`src/rtl/vga_frame_gen_if.sv`:
```
`default_nettype none
// ============================================================================
// Module      : vga_frame_gen_if
// Description : Pixel-coordinate / widget-return / VGA-pin bundle for
//               vga_frame_gen.
//               master : frame generator (drives X/Y, RGB, syncs, frameTick;
//                        samples widget hits/colours and the background)
//               slave  : widget side and connector (mirror directions)
// Revision    : 1.0 - initial release
// ============================================================================
interface vga_frame_gen_if;
  logic [10:0] X;
  logic [10:0] Y;
  logic        yes0;
  logic [3:0]  red0, green0, blue0;
  logic        yes1;
  logic [3:0]  red1, green1, blue1;
  logic [3:0]  bgRed, bgGreen, bgBlue;
  logic [3:0]  red, green, blue;
  logic        hsync, vsync, frameTick;

  modport master (
    output X, Y, red, green, blue, hsync, vsync, frameTick,
    input  yes0, red0, green0, blue0, yes1, red1, green1, blue1,
    input  bgRed, bgGreen, bgBlue
  );

  modport slave (
    input  X, Y, red, green, blue, hsync, vsync, frameTick,
    output yes0, red0, green0, blue0, yes1, red1, green1, blue1,
    output bgRed, bgGreen, bgBlue
  );
endinterface
`default_nettype wire

```
`src/rtl/vga_frame_gen.sv`:
```
`default_nettype none
// ============================================================================
// Module      : vga_frame_gen
// Description : 800x600@72 Hz VGA timing generator. Runs the X/Y pixel
//               counters, resolves widget priority against the background,
//               and registers RGB, hsync/vsync (active-high) and a
//               once-per-frame frameTick at the start of vertical blanking.
//               Optional build macro VGA_BORDER_EN: paints a white 1-pixel
//               border around the active area.
// Ports       : clk   - pixel clock, rising edge
//               reset - asynchronous, active-low
//               bus   - vga_frame_gen_if.master (X/Y out, widget hits and
//                       colours in, background in, RGB/syncs/frameTick out)
// Revision    : 1.0 - initial release
// ============================================================================
module vga_frame_gen #(
  parameter int H_VISIBLE = 800,
  parameter int H_FRONT   = 56,
  parameter int H_SYNC    = 120,
  parameter int H_BACK    = 64,
  parameter int V_VISIBLE = 600,
  parameter int V_FRONT   = 37,
  parameter int V_SYNC    = 6,
  parameter int V_BACK    = 23
) (
  input  logic            clk,
  input  logic            reset,
  vga_frame_gen_if.master bus
);

  localparam logic [10:0] c_h_last     = 11'(H_VISIBLE + H_FRONT + H_SYNC + H_BACK - 1);
  localparam logic [10:0] c_v_last     = 11'(V_VISIBLE + V_FRONT + V_SYNC + V_BACK - 1);
  localparam logic [10:0] c_h_vis      = 11'(H_VISIBLE);
  localparam logic [10:0] c_v_vis      = 11'(V_VISIBLE);
  localparam logic [10:0] c_hs_first   = 11'(H_VISIBLE + H_FRONT);
  localparam logic [10:0] c_hs_last    = 11'(H_VISIBLE + H_FRONT + H_SYNC - 1);
  localparam logic [10:0] c_vs_first   = 11'(V_VISIBLE + V_FRONT);
  localparam logic [10:0] c_vs_last    = 11'(V_VISIBLE + V_FRONT + V_SYNC - 1);
`ifdef VGA_BORDER_EN
  localparam logic [10:0] c_h_vis_last = 11'(H_VISIBLE - 1);
  localparam logic [10:0] c_v_vis_last = 11'(V_VISIBLE - 1);
`endif

  logic [10:0] r_x, r_y;
  logic [11:0] r_rgb;
  logic        r_hsync, r_vsync, r_tick;

  logic        w_active;
  logic [11:0] w_rgb;

  // Pixel/line counters; the line counter only moves on the last column.
  always_ff @(posedge clk or negedge reset) begin
    if (!reset) begin
      r_x <= '0;
      r_y <= '0;
    end else if (r_x == c_h_last) begin
      r_x <= '0;
      r_y <= (r_y == c_v_last) ? 11'd0 : r_y + 11'd1;
    end else begin
      r_x <= r_x + 11'd1;
    end
  end

  assign w_active = (r_x < c_h_vis) && (r_y < c_v_vis);

  // Colour priority: blanking black, then widget 0, widget 1, background.
  always_comb begin
    w_rgb = 12'h000;
    if (w_active) begin
      if (bus.yes0)
        w_rgb = {bus.red0, bus.green0, bus.blue0};
      else if (bus.yes1)
        w_rgb = {bus.red1, bus.green1, bus.blue1};
      else
        w_rgb = {bus.bgRed, bus.bgGreen, bus.bgBlue};
`ifdef VGA_BORDER_EN
      if ((r_x == 11'd0) || (r_x == c_h_vis_last) ||
          (r_y == 11'd0) || (r_y == c_v_vis_last))
        w_rgb = 12'hFFF;
`endif
    end
  end

  // Colour and sync decodes share one register stage so they stay aligned
  // with each other, one clock behind the X/Y that produced them.
  always_ff @(posedge clk or negedge reset) begin
    if (!reset) begin
      r_rgb   <= 12'h000;
      r_hsync <= 1'b0;
      r_vsync <= 1'b0;
      r_tick  <= 1'b0;
    end else begin
      r_rgb   <= w_rgb;
      r_hsync <= (r_x >= c_hs_first) && (r_x <= c_hs_last);
      r_vsync <= (r_y >= c_vs_first) && (r_y <= c_vs_last);
      r_tick  <= (r_x == 11'd0) && (r_y == c_v_vis);
    end
  end

  assign bus.X         = r_x;
  assign bus.Y         = r_y;
  assign bus.red       = r_rgb[11:8];
  assign bus.green     = r_rgb[7:4];
  assign bus.blue      = r_rgb[3:0];
  assign bus.hsync     = r_hsync;
  assign bus.vsync     = r_vsync;
  assign bus.frameTick = r_tick;

endmodule
`default_nettype wire

```
`src/flat_wrapper.sv`:
```
// flat-port wrapper written by rule: the top's interface ports become plain ports
module vga_frame_gen_flat 
#(
  parameter int H_VISIBLE = 800,
  parameter int H_FRONT   = 56,
  parameter int H_SYNC    = 120,
  parameter int H_BACK    = 64,
  parameter int V_VISIBLE = 600,
  parameter int V_FRONT   = 37,
  parameter int V_SYNC    = 6,
  parameter int V_BACK    = 23
)
  (clk, reset, bus_X, bus_Y, bus_red, bus_green, bus_blue, bus_hsync, bus_vsync, bus_frameTick, bus_yes0, bus_red0, bus_green0, bus_blue0, bus_yes1, bus_red1, bus_green1, bus_blue1, bus_bgRed, bus_bgGreen, bus_bgBlue);
  vga_frame_gen_if bus_i ();
  input  logic clk;
  input  logic reset;
  output wire logic [$bits(bus_i.X)-1:0] bus_X;
  output wire logic [$bits(bus_i.Y)-1:0] bus_Y;
  output wire logic [$bits(bus_i.red)-1:0] bus_red;
  output wire logic [$bits(bus_i.green)-1:0] bus_green;
  output wire logic [$bits(bus_i.blue)-1:0] bus_blue;
  output wire logic [$bits(bus_i.hsync)-1:0] bus_hsync;
  output wire logic [$bits(bus_i.vsync)-1:0] bus_vsync;
  output wire logic [$bits(bus_i.frameTick)-1:0] bus_frameTick;
  input wire logic [$bits(bus_i.yes0)-1:0] bus_yes0;
  input wire logic [$bits(bus_i.red0)-1:0] bus_red0;
  input wire logic [$bits(bus_i.green0)-1:0] bus_green0;
  input wire logic [$bits(bus_i.blue0)-1:0] bus_blue0;
  input wire logic [$bits(bus_i.yes1)-1:0] bus_yes1;
  input wire logic [$bits(bus_i.red1)-1:0] bus_red1;
  input wire logic [$bits(bus_i.green1)-1:0] bus_green1;
  input wire logic [$bits(bus_i.blue1)-1:0] bus_blue1;
  input wire logic [$bits(bus_i.bgRed)-1:0] bus_bgRed;
  input wire logic [$bits(bus_i.bgGreen)-1:0] bus_bgGreen;
  input wire logic [$bits(bus_i.bgBlue)-1:0] bus_bgBlue;
  assign bus_X = bus_i.X;
  assign bus_Y = bus_i.Y;
  assign bus_red = bus_i.red;
  assign bus_green = bus_i.green;
  assign bus_blue = bus_i.blue;
  assign bus_hsync = bus_i.hsync;
  assign bus_vsync = bus_i.vsync;
  assign bus_frameTick = bus_i.frameTick;
  assign bus_i.yes0 = bus_yes0;
  assign bus_i.red0 = bus_red0;
  assign bus_i.green0 = bus_green0;
  assign bus_i.blue0 = bus_blue0;
  assign bus_i.yes1 = bus_yes1;
  assign bus_i.red1 = bus_red1;
  assign bus_i.green1 = bus_green1;
  assign bus_i.blue1 = bus_blue1;
  assign bus_i.bgRed = bus_bgRed;
  assign bus_i.bgGreen = bus_bgGreen;
  assign bus_i.bgBlue = bus_bgBlue;
  vga_frame_gen #(.H_VISIBLE(H_VISIBLE), .H_FRONT(H_FRONT), .H_SYNC(H_SYNC), .H_BACK(H_BACK), .V_VISIBLE(V_VISIBLE), .V_FRONT(V_FRONT), .V_SYNC(V_SYNC), .V_BACK(V_BACK)) u_core (.clk(clk), .reset(reset), .bus(bus_i));
endmodule
```
`config.mk`:
```
export PLATFORM = sky130hd
export DESIGN_NAME = vga_frame_gen_flat
export DESIGN_NICKNAME = d
export VERILOG_FILES = /design/src/rtl/vga_frame_gen_if.sv /design/src/rtl/vga_frame_gen.sv /design/src/flat_wrapper.sv
export SDC_FILE = /design/constraint.sdc
export NUM_CORES = 1
export LEC_CHECK = 0
export CORE_MARGIN = 1.5
export CORE_UTILIZATION = 39
export DETAILED_ROUTE_END_ITERATION = 10
export HOLD_SLACK_MARGIN = 0.03
export PLACE_DENSITY = 0.86
export RECOVER_POWER = 100
export REMOVE_ABC_BUFFERS = 1
export SLEW_MARGIN = 10
export SYNTH_ARGS = -nofsm -noshare
export SYNTH_HDL_FRONTEND = slang
export SYNTH_SLANG_ARGS = --single-unit
```
`constraint.sdc`:
```
create_clock -name clk -period 1.45 [get_ports clk]
set_input_delay 0.29 -clock clk [delete_from_list [all_inputs] [get_ports clk]]
set_output_delay 0.29 -clock clk [all_outputs]
set_load 0.02 [all_outputs]
```
Yosys cells after proc, flatten, opt, wreduce, memory -nomap -nowiden --
Cells that the tools add are included.
Operators by class: equality and inequality tests 3, mux-type cells 5, reductions and logical operators 5, $mul 0, divide/modulo/power cells 0, add/sub/neg operators 2, shift operators 0, order comparisons 6, bitwise gates (word level) 0
Operator list (number):
- $mux 12 | 3
- $add 11x1->11 const B | 2
- $eq 11x10->1 const B | 2
- $ge 11x10->1 const B | 2
- $le 11x10->1 const B | 2
- $lt 11x10->1 const B | 2
- $mux 11 | 2
- $eq 11x11->1 const B | 1
- $logic_not 11->1 | 1
- $logic_and 1x1->1 | 4
Word-level totals: output and inout port bits 37, memory bits (read-only) 0, register bits after elaboration 37, memories 0, memory bits (writable) 0, input bits 40, latch bits 0, word-level logic and storage cells 27

Logic depth before layout (Yosys ltp) --
Gate-level depths: netlist of run 1.
depth after elaboration 3, gate-level depth with buffers 6, depth with buffers taken out 5

Least setup slack after synthesis of run 1 --
No wires, ideal clock.
kind reg-to-reg, start point register u_core.r_x[0] (netlist: u_core.bus.X[0]), end point register u_core.r_y[8] (netlist: u_core.bus.Y[8]), arrival 1.555 ns, data required time 1.318 ns, cell stages (with the launch flop) 7, path buffers 1, clock period less this slack 1.688 ns, library setup time 0.132 ns, slack -0.238 ns, cell sequence dfrtp_1 -> ha_1 -> and3_1 -> and4_4 -> buf_6 -> nand4_1 -> xnor2_1
Between the ends: cells in the longest elaborated chain, start to end 1
RTL lines:
- start: declaration | line vga_frame_gen.sv:44 | logic [10:0] r_x, r_y;
- start signal: assignment | line vga_frame_gen.sv:60 | r_x <= r_x + 11'd1;
- $eq 11x11->1 | line vga_frame_gen.sv:56 | end else if (r_x == c_h_last) begin
- end signal: assignment | line vga_frame_gen.sv:58 | r_y <= (r_y == c_v_last) ? 11'd0 : r_y + 11'd1;
- end: declaration | line vga_frame_gen.sv:44
No other way between the ends. A chain may end at the register's enable or synchronous reset.

Worst setup path in the final report of run 1 --
start point register u_core.r_x[0] (netlist: u_core.bus.X[0]), end point register u_core.r_y[2] (netlist: u_core.bus.Y[2])
The elaborated chain is that of the path after synthesis.

==> reports/results.ini, run 1 <==
[drt]
dr.pass1.iters = 4
routed_wl_um = 5830
drt_iter0_drc = 155
drc = 0
post_drt_wl_per_cell_um = 14.9
vias_per_cell = 5.15
vias = 2013
antenna_left = 0

[yosys]
synth_top_area_share_pct = 47.3
async_reset_ff_share_pct = 100
netlist_area_um2 = 1960
synth_edf_count = 0
synth_seq_area_share_pct = 47.3
syn_inst = 200
ys_ff_latch = 37
netlist_top_cells_count = 37 x dfrtp_1, 37 x nor2_1, 15 x a21oi_1, 12 x mux2i_1, 10 x nand3_1
synth_warnings = 0
synth_top_cell_by_area = dfrtp_1
synth_cell_type_count = 40
synth_area_per_cell_um2 = 9.78
ys.flop_type = dfrtp_1
yosys-top-cells-area = dfrtp_1 47%, nor2_1 7.1%, mux2i_1 6.1%

[die]
die_area_um2 = 5450
ios = 77
die_h_um = 73.8
die_x_um = 73.8
core-area_um2 = 4790
num_rows = 25
start_util_pct = 40.9

[critical_path]
crit_start = u_core.bus.X[0]$_DFF_PN0_
arrival_ps = 1750
startpoint_type = flop
worst-setup-path-type = reg -> reg
end_kind = flop
r2r_setup_slack_ps = -120
r2r_end = u_core.bus.Y[2]$_DFFE_PN0N_
rr_startpoint = u_core.bus.X[0]$_DFF_PN0_
cp-endpoint = u_core.bus.Y[2]$_DFFE_PN0N_
critPathMaxFanout = 5
r2r_cells = 5
worstPathRequired_ps = 1630

[global_routing]
antenna_found_initial = 0
grt.total_usage_pct = 22.6
grt_pass1_wl_um = 9080
grt_max_degree = 38
grt_pass1_vias = 2004
overflow = 0

[timing]
relSlewSlack_pct = 45.6
hold_violations = 0
fin_crit_ps = 1570
worst_slack_ps = -116
hold-worst-slack_ps = 552
skew_ps = 7.93
tightest_slew_ps = 816
max_freq_ghz = 0.638
setup_viol = 13
grt_setup_unrepaired = yes
fin_crit_sh_pct = 108
maxSlewViolCount = 0

[cts]
cts.sinks = 37
cts.clk_slew.worst_paths_ps = 80
cts-root-buf = clkbuf_8
htree_levels = 2
cts_buffers = 5
clk_path_buf_depth = 2
clk_latency_ps = 300
cts_tree = yes

[run]
cap_violations = 0

[final_layout]
drive_above_1_share_pct = 31.2
antennaDiodeCount = 0
multi_input_area_um2 = 1080
nFillCells = 374
syn_to_final_growth_pct = 67.2
final_cells = 391
nets = 368
regArea_um2 = 928
final_util_pct = 68.3

[pwr]
pwr_density_cell_nw_per_um2 = 637
power_mw = 2.08
vdd_ir_drop_max_mv = 0.460
p_leak_nw = 1.58

[min_path]
hold_path_class = reg -> reg

[placement]
dp.cells = 375
portBuffers = 76
gp_congestion = 0.831
dp_hpwl_um = 3920
pre_cts_ws_ps = -124

[run_status]
status = complete, but fails checks
violations = negative setup slack

layer usage:
metal  vias to the layer above  part of all wire, %  global-route usage (%)
met5                         -                    0                       0
met4                         0                  2.0                    8.64
met3                        14                  7.7                    8.23
met2                        99                   52                    40.7
met1                       941                   38                    23.9
li1                        959                    -                       -
critical path, stage by stage, from the launching register on:
cell and delay [ps]:
dfrtp_1 390, ha_2 210, and3_4 220, and4_4 300, nand2_2 70, mux2_2 260
state kept, by name, summed over array words and instances, names as in the netlist:
register,cells
u_core.bus.X,11
u_core.bus.Y,11
u_core.bus.frameTick,1
u_core.bus.hsync,1
u_core.bus.vsync,1
u_core.r_rgb,12
cells in the final DEF, fill, tap and decap left out, types with 7 or more instances in the layout:
cell type / Yosys / routed
a21oi_1: 15 / 15
buf_4: 0 / 40
clkbuf_2: 0 / 12
clkdlybuf4s50_1: 0 / 38
dfrtp_1: 37 / 35
dlygate4sd2_1: 0 / 21
mux2i_1: 12 / 12
nand2_1: 8 / 7
nand3_1: 10 / 7
nor2_1: 37 / 35
xnor2_1: 8 / 8
repair_timing:
item	4_1_cts	5_1_grt
setup endpoints to repair	51	41
pin swaps	9	5
setup buffers	3	3
gates resized for setup	78	29
endpoints found under the hold margin	37	0
gates cloned	1	0
hold buffers	1	0
stage by stage:
step | setup TNS, ps | cell area, µm²
finish | -790 | 3270
CTS | -461 | 3300
global route | -1800 | 3270
detailed placement | -1280 | 3090
floorplan | -3730 | 1900
global placement | -468 | 3090
where the power goes:
part,internal (mW),total [mW],switching (mW)
clock,0.338,0.724,0.385
combinational,0.162,0.292,0.130
sequential,1.06,1.07,0.00749
worst min path at each step:
stage / start / to / slack [ps] / cells past startpoint
floorplan: reset / u_core.bus.X[0]$_DFF_PN0_ / -6 / 0
global placement: reset / u_core.bus.X[7]$_DFF_PN0_ / 270 / 2
detailed placement: reset / u_core.bus.X[9]$_DFF_PN0_ / 270 / 2
CTS: reset / u_core.bus.X[9]$_DFF_PN0_ / 490 / 3
global route: u_core.bus.X[10]$_DFF_PN0_ / u_core.bus.hsync$_DFF_PN0_ / 590 / 1
finish: u_core.bus.X[10]$_DFF_PN0_ / u_core.bus.hsync$_DFF_PN0_ / 550 / 1
final cells by class:
cell class | count | share of cell area (%)
multi-input cells | 150 | 33.1
repair buffers | 125 | 32.8
flip-flops and latches | 37 | 28.4
well taps | 67 | 2.56
clock buffers | 6 | 2.22
clock inverters | 2 | 0.459
inverters | 4 | 0.459
cells by family after synthesis:
group | synth area share, %
buffers and inverters | 3.77
DFF | 47.3
AOI/OAI and AO/OA | 9.15
muxes | 7.29
adders and majority gates | 3.20
xor gates and xnor gates | 5.37
and+or+nand+nor | 23.9
No activity file was read; power rests on OpenSTA's default activity.
==> run 2: changes to the inputs <==
- SETUP_SLACK_MARGIN: unset -> 0.15
==> run 2 against run 1 <==
Effect of this change: the run still ends with negative setup slack left; global-route usage increased by 2.6 points; sequential cell count unchanged; sequential share of layout area decreased by 3.9 points; via count increased by 9.0%; critical path depth unchanged; sequential power about the same; non-clock buffer count increased by 28; utilization increased by 11 points; power increased by 0.88%; wire length increased by 28%.
==> reports/results.ini, run 2 (same netlist as run 1, synthesis figures left out) <==
[final_layout]
final_common_cell = buf_4
drive_above_1_share_pct = 45.5  ; +14 points
final_util_pct = 79.2  ; +11 points
nets = 396  ; +7.6%
nFillCells = 285  ; -24%
antennaDiodeCount = 0  ; unchanged
syn_to_final_growth_pct = 93.8
top_register = u_core.r_rgb
final_cell_mix = 49 x buf_4, 38 x buf_6, 38 x clkdlybuf4s50_1
largest_reg_flops = 12  ; unchanged

[critical_path]
path_depth = 5  ; unchanged
crit_start = u_core.bus.X[1]$_DFF_PN0_
r2r_setup_slack_ps = -200  ; -80 ps
end_kind = flop
arrival_ps = 1820  ; +70 ps
cp-endpoint = u_core.bus.Y[2]$_DFFE_PN0N_
cpPeakStageDelay_ps = 410  ; +20 ps
worstPathRequired_ps = 1620  ; about the same
crit_chain = ha_2, and3_4, and4_4, nand2_2, mux2_2
cp_slowest_cell = dfrtp_1
r2r_end = u_core.bus.Y[2]$_DFFE_PN0N_
worst-setup-path-type = reg -> reg
startpoint_type = flop
r2r_cells = 5  ; unchanged
critPathMaxFanout = 5  ; unchanged
crit_family = simple AND/OR/NAND/NOR gates
critPathBufInv = 0  ; unchanged
rr_startpoint = u_core.bus.X[1]$_DFF_PN0_

[die]
ios = 77  ; unchanged
die_area_um2 = 5450  ; unchanged
die_h_um = 73.8  ; unchanged
num_rows = 25  ; unchanged
core-area_um2 = 4790  ; unchanged
start_util_pct = 40.9  ; unchanged
die_x_um = 73.8  ; unchanged

[timing]
skew_ps = 4.65  ; -3.28 ps
relSlewSlack_pct = 44.3  ; -1.3 points
hold-worst-slack_ps = 580  ; +27.7 ps
tightest_slew_ps = 835  ; +18.9 ps
grt_setup_unrepaired = yes
maxSlewViolCount = 0  ; unchanged
fin_crit_ps = 1650  ; +84.3 ps
setup_viol = 31  ; +18
fin_crit_sh_pct = 114  ; +5.8 points
max_freq_ghz = 0.606  ; -5.1%
worst_slack_ps = -201  ; -84.3 ps
hold_violations = 0  ; unchanged

[cts]
cts_tree = yes
cts-root-buf = clkbuf_8
clk_latency_ps = 290  ; about the same
cts.sinks = 37  ; unchanged
cts_buffers = 5  ; unchanged
htree_levels = 2  ; unchanged
clk_path_buf_depth = 2  ; unchanged
cts.clk_slew.worst_paths_ps = 80  ; about the same

[pwr]
seqPwrFrac_pct = 50.9  ; -0.3 points
p_sw_share_pct = 24.9  ; -0.19 points
pwr-share-comb_pct = 15.3  ; +1.3 points
p_leak_nw = 1.75  ; +11%
p_int_mw = 1.58  ; +1.1%
pwr_density_cell_nw_per_um2 = 554  ; -13%
clockPowerShare_pct = 33.8  ; -0.9 points
vdd_ir_drop_max_mv = 0.470  ; +2.2%
p_switching_mw = 0.523  ; +0.12%

[placement]
portBuffers = 76  ; unchanged
pre_cts_ws_ps = -124  ; unchanged
gp_congestion = 0.831  ; unchanged
dp_hpwl_um = 3920  ; unchanged

[global_routing]
overflow = 0  ; unchanged
grt.total_usage_pct = 25.3  ; +2.6 points
grt_pass1_wl_um = 10200  ; +12%
antenna_found_initial = 0  ; unchanged
grt_max_degree = 38  ; unchanged
grt_pass1_vias = 2146  ; +7.1%

[drt]
drc = 0  ; unchanged
dr.pass1.iters = 4  ; unchanged
drt_iter0_drc = 241  ; +55%
routed_wl_um = 7460  ; +28%
vias_per_cell = 5.24  ; +1.8%
post_drt_wl_per_cell_um = 17.8  ; +19%
vias = 2195  ; +9.0%
antenna_left = 0  ; unchanged

[run]
cap_violations = 0  ; unchanged

[min_path]
hold_path_class = reg -> reg
min_path_cells = 1  ; unchanged

[run_status]
status = complete, but fails checks
violations = negative setup slack

-- run 2: changes by cell type in the layout (fill, tap and decap cells not counted), sizes merged --
cell           change
buf               +45
dlygate4sd2       -13
clkbuf             -9
clkdlybuf4s15      +5
-- run 2: cell type report --
type	count	area, µm²	area share [%]
inverters	4	15.0	0.396
well taps	67	83.8	2.21
flip-flops and latches	37	930	24.5
multi-input cells	150	1220	32.1
clock buffers	6	72.6	1.91
clock inverters	2	15.0	0.396
repair buffers	153	1460	38.4
-- run 2: worst min path at each step --
stage / from / slack, ps / to
3_5_place_dp: reset / 270 / u_core.bus.X[9]$_DFF_PN0_
3_3_place_gp: reset / 270 / u_core.bus.X[7]$_DFF_PN0_
2_1_floorplan: reset / -6 / u_core.bus.X[0]$_DFF_PN0_
5_1_grt: u_core.bus.X[10]$_DFF_PN0_ / 590 / u_core.bus.hsync$_DFF_PN0_
4_1_cts: reset / 490 / u_core.bus.X[9]$_DFF_PN0_
6_report: u_core.bus.X[10]$_DFF_PN0_ / 580 / u_core.bus.hsync$_DFF_PN0_
-- run 2: worst register-to-register path, stage by stage (launching register included) --
cell	delay, ps
dfrtp_1	410
ha_2	230
and3_4	240
and4_4	300
nand2_2	70
mux2_2	280
-- run 2: through the flow --
step                      std cells  area [µm²]  setup TNS [ps]  power (mW)
after floorplan                 190        1900           -3730        1.18
after global placement          375        3090            -468        1.40
after detailed placement        375        3090           -1280        1.41
after CTS                       397        3460            -589        2.11
after global routing            419        3790           -4320        2.19
final                           419        3790           -2650        2.10
-- run 2: timing repair --
| action | 4_1_cts | 5_1_grt |
|---|---|---|
| pin swaps | 26 | 16 |
| cloned | 2 | 0 |
| hold endpoints to repair | 37 | 0 |
| hold buffers | 1 | 0 |
| buffers inserted | 11 | 22 |
| resized for setup | 177 | 65 |
| endpoints found under the setup margin | 70 | 62 |
-- run 2: metal layers --
metal  wire length [µm]  track usage (%)  vias to the layer above
li1                   -                -                     1017
met1               2860             27.7                     1070
met5                  0                0                        -
met3                450             6.31                       12
met2               4050             45.4                       96
met4                105             11.5                        0
-- run 2: power groups by stage --
stage	Combinational, mW	Sequential, mW	Clock [mW]
2_1_floorplan	0.0534	1.13	0
5_1_grt	0.346	1.07	0.769
3_5_place_dp	0.320	1.09	0
6_report	0.322	1.07	0.709
4_1_cts	0.313	1.07	0.727
3_3_place_gp	0.313	1.09	0
==> run 3: changes to the inputs <==
- CORE_UTILIZATION: 39 -> 40
- PLACE_DENSITY: 0.86 -> 0.85
- clock period: 1.45 -> 1.6 ns (I/O delays scaled with it)
==> run 3 against run 2 <==
Effect of this change: the run now ends clean; sequential power shrank 9.8%; clock skew grew 1.2 ps; register-to-register slack gained 240 ps; combinational power shrank 19%; utilization shrank 12 points.
==> reports/results.ini, run 3 (same netlist as run 1, synthesis figures left out) <==
[pwr]
p_leak_nw = 1.52  ; -13%
pwr_density_cell_nw_per_um2 = 634  ; +14%
vdd_ir_drop_max_mv = 0.474  ; +0.92%

[die]
core-area_um2 = 4720  ; -1.3%
num_rows = 25  ; unchanged
start_util_pct = 41.4  ; +0.54 points
die_x_um = 72.9  ; -1.2%
die_h_um = 72.9  ; -1.2%
ios = 77  ; unchanged
die_area_um2 = 5320  ; -2.4%

[final_layout]
drive_above_1_share_pct = 26.0  ; -19 points
nFillCells = 367  ; +29%
final_cell_mix = 38 x clkdlybuf4s50_1, 35 x nor2_1, 31 x dfrtp_1
antennaDiodeCount = 0  ; unchanged
top_register = u_core.r_rgb
largest_reg_flops = 12  ; unchanged
final_cells = 375  ; -11%
syn_to_final_growth_pct = 62.1
final_common_cell = clkdlybuf4s50_1
nets = 353  ; -11%

[critical_path]
r2r_setup_slack_ps = 30  ; +240 ps
arrival_ps = 1740  ; -80 ps
startpoint_type = flop
crit_start = u_core.bus.X[8]$_DFF_PN0_
worst-setup-path-type = reg -> reg
r2r_end = u_core.bus.Y[7]$_DFFE_PN0N_
critPathMaxFanout = 6  ; +1
end_kind = flop
rr_startpoint = u_core.bus.X[8]$_DFF_PN0_
r2r_cells = 5  ; unchanged
worstPathRequired_ps = 1780  ; +160 ps

[min_path]
hold_path_class = in -> async

[timing]
grt_setup_unrepaired = yes
fin_crit_ps = 1570  ; -85.5 ps
max_freq_ghz = 0.639  ; +5.5%
fin_crit_sh_pct = 97.8  ; -16 points
hold_violations = 0  ; unchanged
hold-worst-slack_ps = 234  ; -346 ps
tightest_slew_ps = 913  ; +78.1 ps
relSlewSlack_pct = 39.1  ; -5.2 points
setup_viol = 0  ; -100%
skew_ps = 5.88  ; +1.22 ps
maxSlewViolCount = 0  ; unchanged

[global_routing]
overflow = 0  ; unchanged
grt_max_degree = 38  ; unchanged
grt_pass1_vias = 1762  ; -18%
antenna_found_initial = 0  ; unchanged
grt_pass1_wl_um = 8470  ; -17%
grt.total_usage_pct = 21.1  ; -4.2 points

[cts]
htree_levels = 2  ; unchanged
clk_path_buf_depth = 2  ; unchanged
hold_buffers = 0  ; -1
cts.sinks = 37  ; unchanged
cts-root-buf = clkbuf_8
cts_tree = yes
cts.clk_slew.worst_paths_ps = 70  ; about the same
cts_buffers = 5  ; unchanged
clk_latency_ps = 290  ; about the same

[placement]
gp_congestion = 0.842  ; +1.3%
dp.cells = 357  ; -4.8%
dp_hpwl_um = 3770  ; -3.7%
portBuffers = 76  ; unchanged

[drt]
vias_per_cell = 5.15  ; -1.8%
antenna_left = 0  ; unchanged
dr.pass1.iters = 4  ; unchanged
post_drt_wl_per_cell_um = 14.7  ; -17%
routed_wl_um = 5530  ; -26%
vias = 1930  ; -12%
drc = 0  ; unchanged
drt_iter0_drc = 84  ; -65%

[run_status]
status = completed

[run]
cap_violations = 0  ; unchanged

## run 3: final cells by class
| type | count | area (µm²) | area share (%) |
|---|---|---|---|
| Multi-Input combinational cell | 150 | 1060 | 33.6 |
| Timing Repair Buffer | 110 | 970 | 30.6 |
| Sequential cell | 37 | 933 | 29.5 |
| Tap cell | 67 | 83.8 | 2.65 |
| Clock buffer | 5 | 68.8 | 2.17 |
| Clock inverter | 2 | 35.0 | 1.11 |
| Inverter | 4 | 15.0 | 0.474 |
## run 3: metrics by stage
stage | setup slack, ps | TNS, ps | area, µm² | total power, mW | utilization (%)
after floorplan | -118 | -371 | 1900 | 1.07 | -
after global placement | 65.2 | 0 | 2940 | 1.26 | 62.3
after detailed placement | 3.96 | 0 | 2940 | 1.27 | 62.3
after CTS | 16.7 | 0 | 3090 | 2.02 | 65.4
after global routing | -6.91 | -9.18 | 3170 | 2.09 | 67.1
final | 35.0 | 0 | 3170 | 2.01 | 67.1
## run 3: per-layer routing
layer,share of wire (%),track usage [%]
met1,42,26.2
met4,1.3,6.29
met3,4.3,4.42
met2,52,36.7
met5,0,0
## run 3: report_power, final
| part | switching, mW | internal (mW) |
|---|---|---|
| Combinational | 0.115 | 0.145 |
| Clock | 0.331 | 0.453 |
| Sequential | 0.00526 | 0.960 |
| Total | 0.451 | 1.56 |
## run 3: worst max path at each step
stage | slack (ps) | to
6_report | 30 | u_core.bus.Y[7]$_DFFE_PN0N_
5_1_grt | -7 | u_core.bus.Y[2]$_DFFE_PN0N_
4_1_cts | 20 | u_core.bus.Y[7]$_DFFE_PN0N_
3_5_place_dp | 4 | u_core.bus.Y[7]$_DFFE_PN0N_
3_3_place_gp | 70 | u_core.bus.Y[7]$_DFFE_PN0N_
2_1_floorplan | -120 | u_core.bus.Y[7]$_DFFE_PN0N_
## run 3: worst max-delay path, cell delays in order (launching register included)
cell and delay (ps):
dfrtp_1 410, nor4_4 290, buf_4 160, and4_4 250, o21ai_1 70, mux2_2 260
## run 3: repair_timing
item / 4_1_cts / 5_1_grt
resized for setup: 59 / 43
setup endpoints to repair: 49 / 45
cloned: 1 / 1
buffers inserted: 5 / 4
pin swaps: 2 / 8
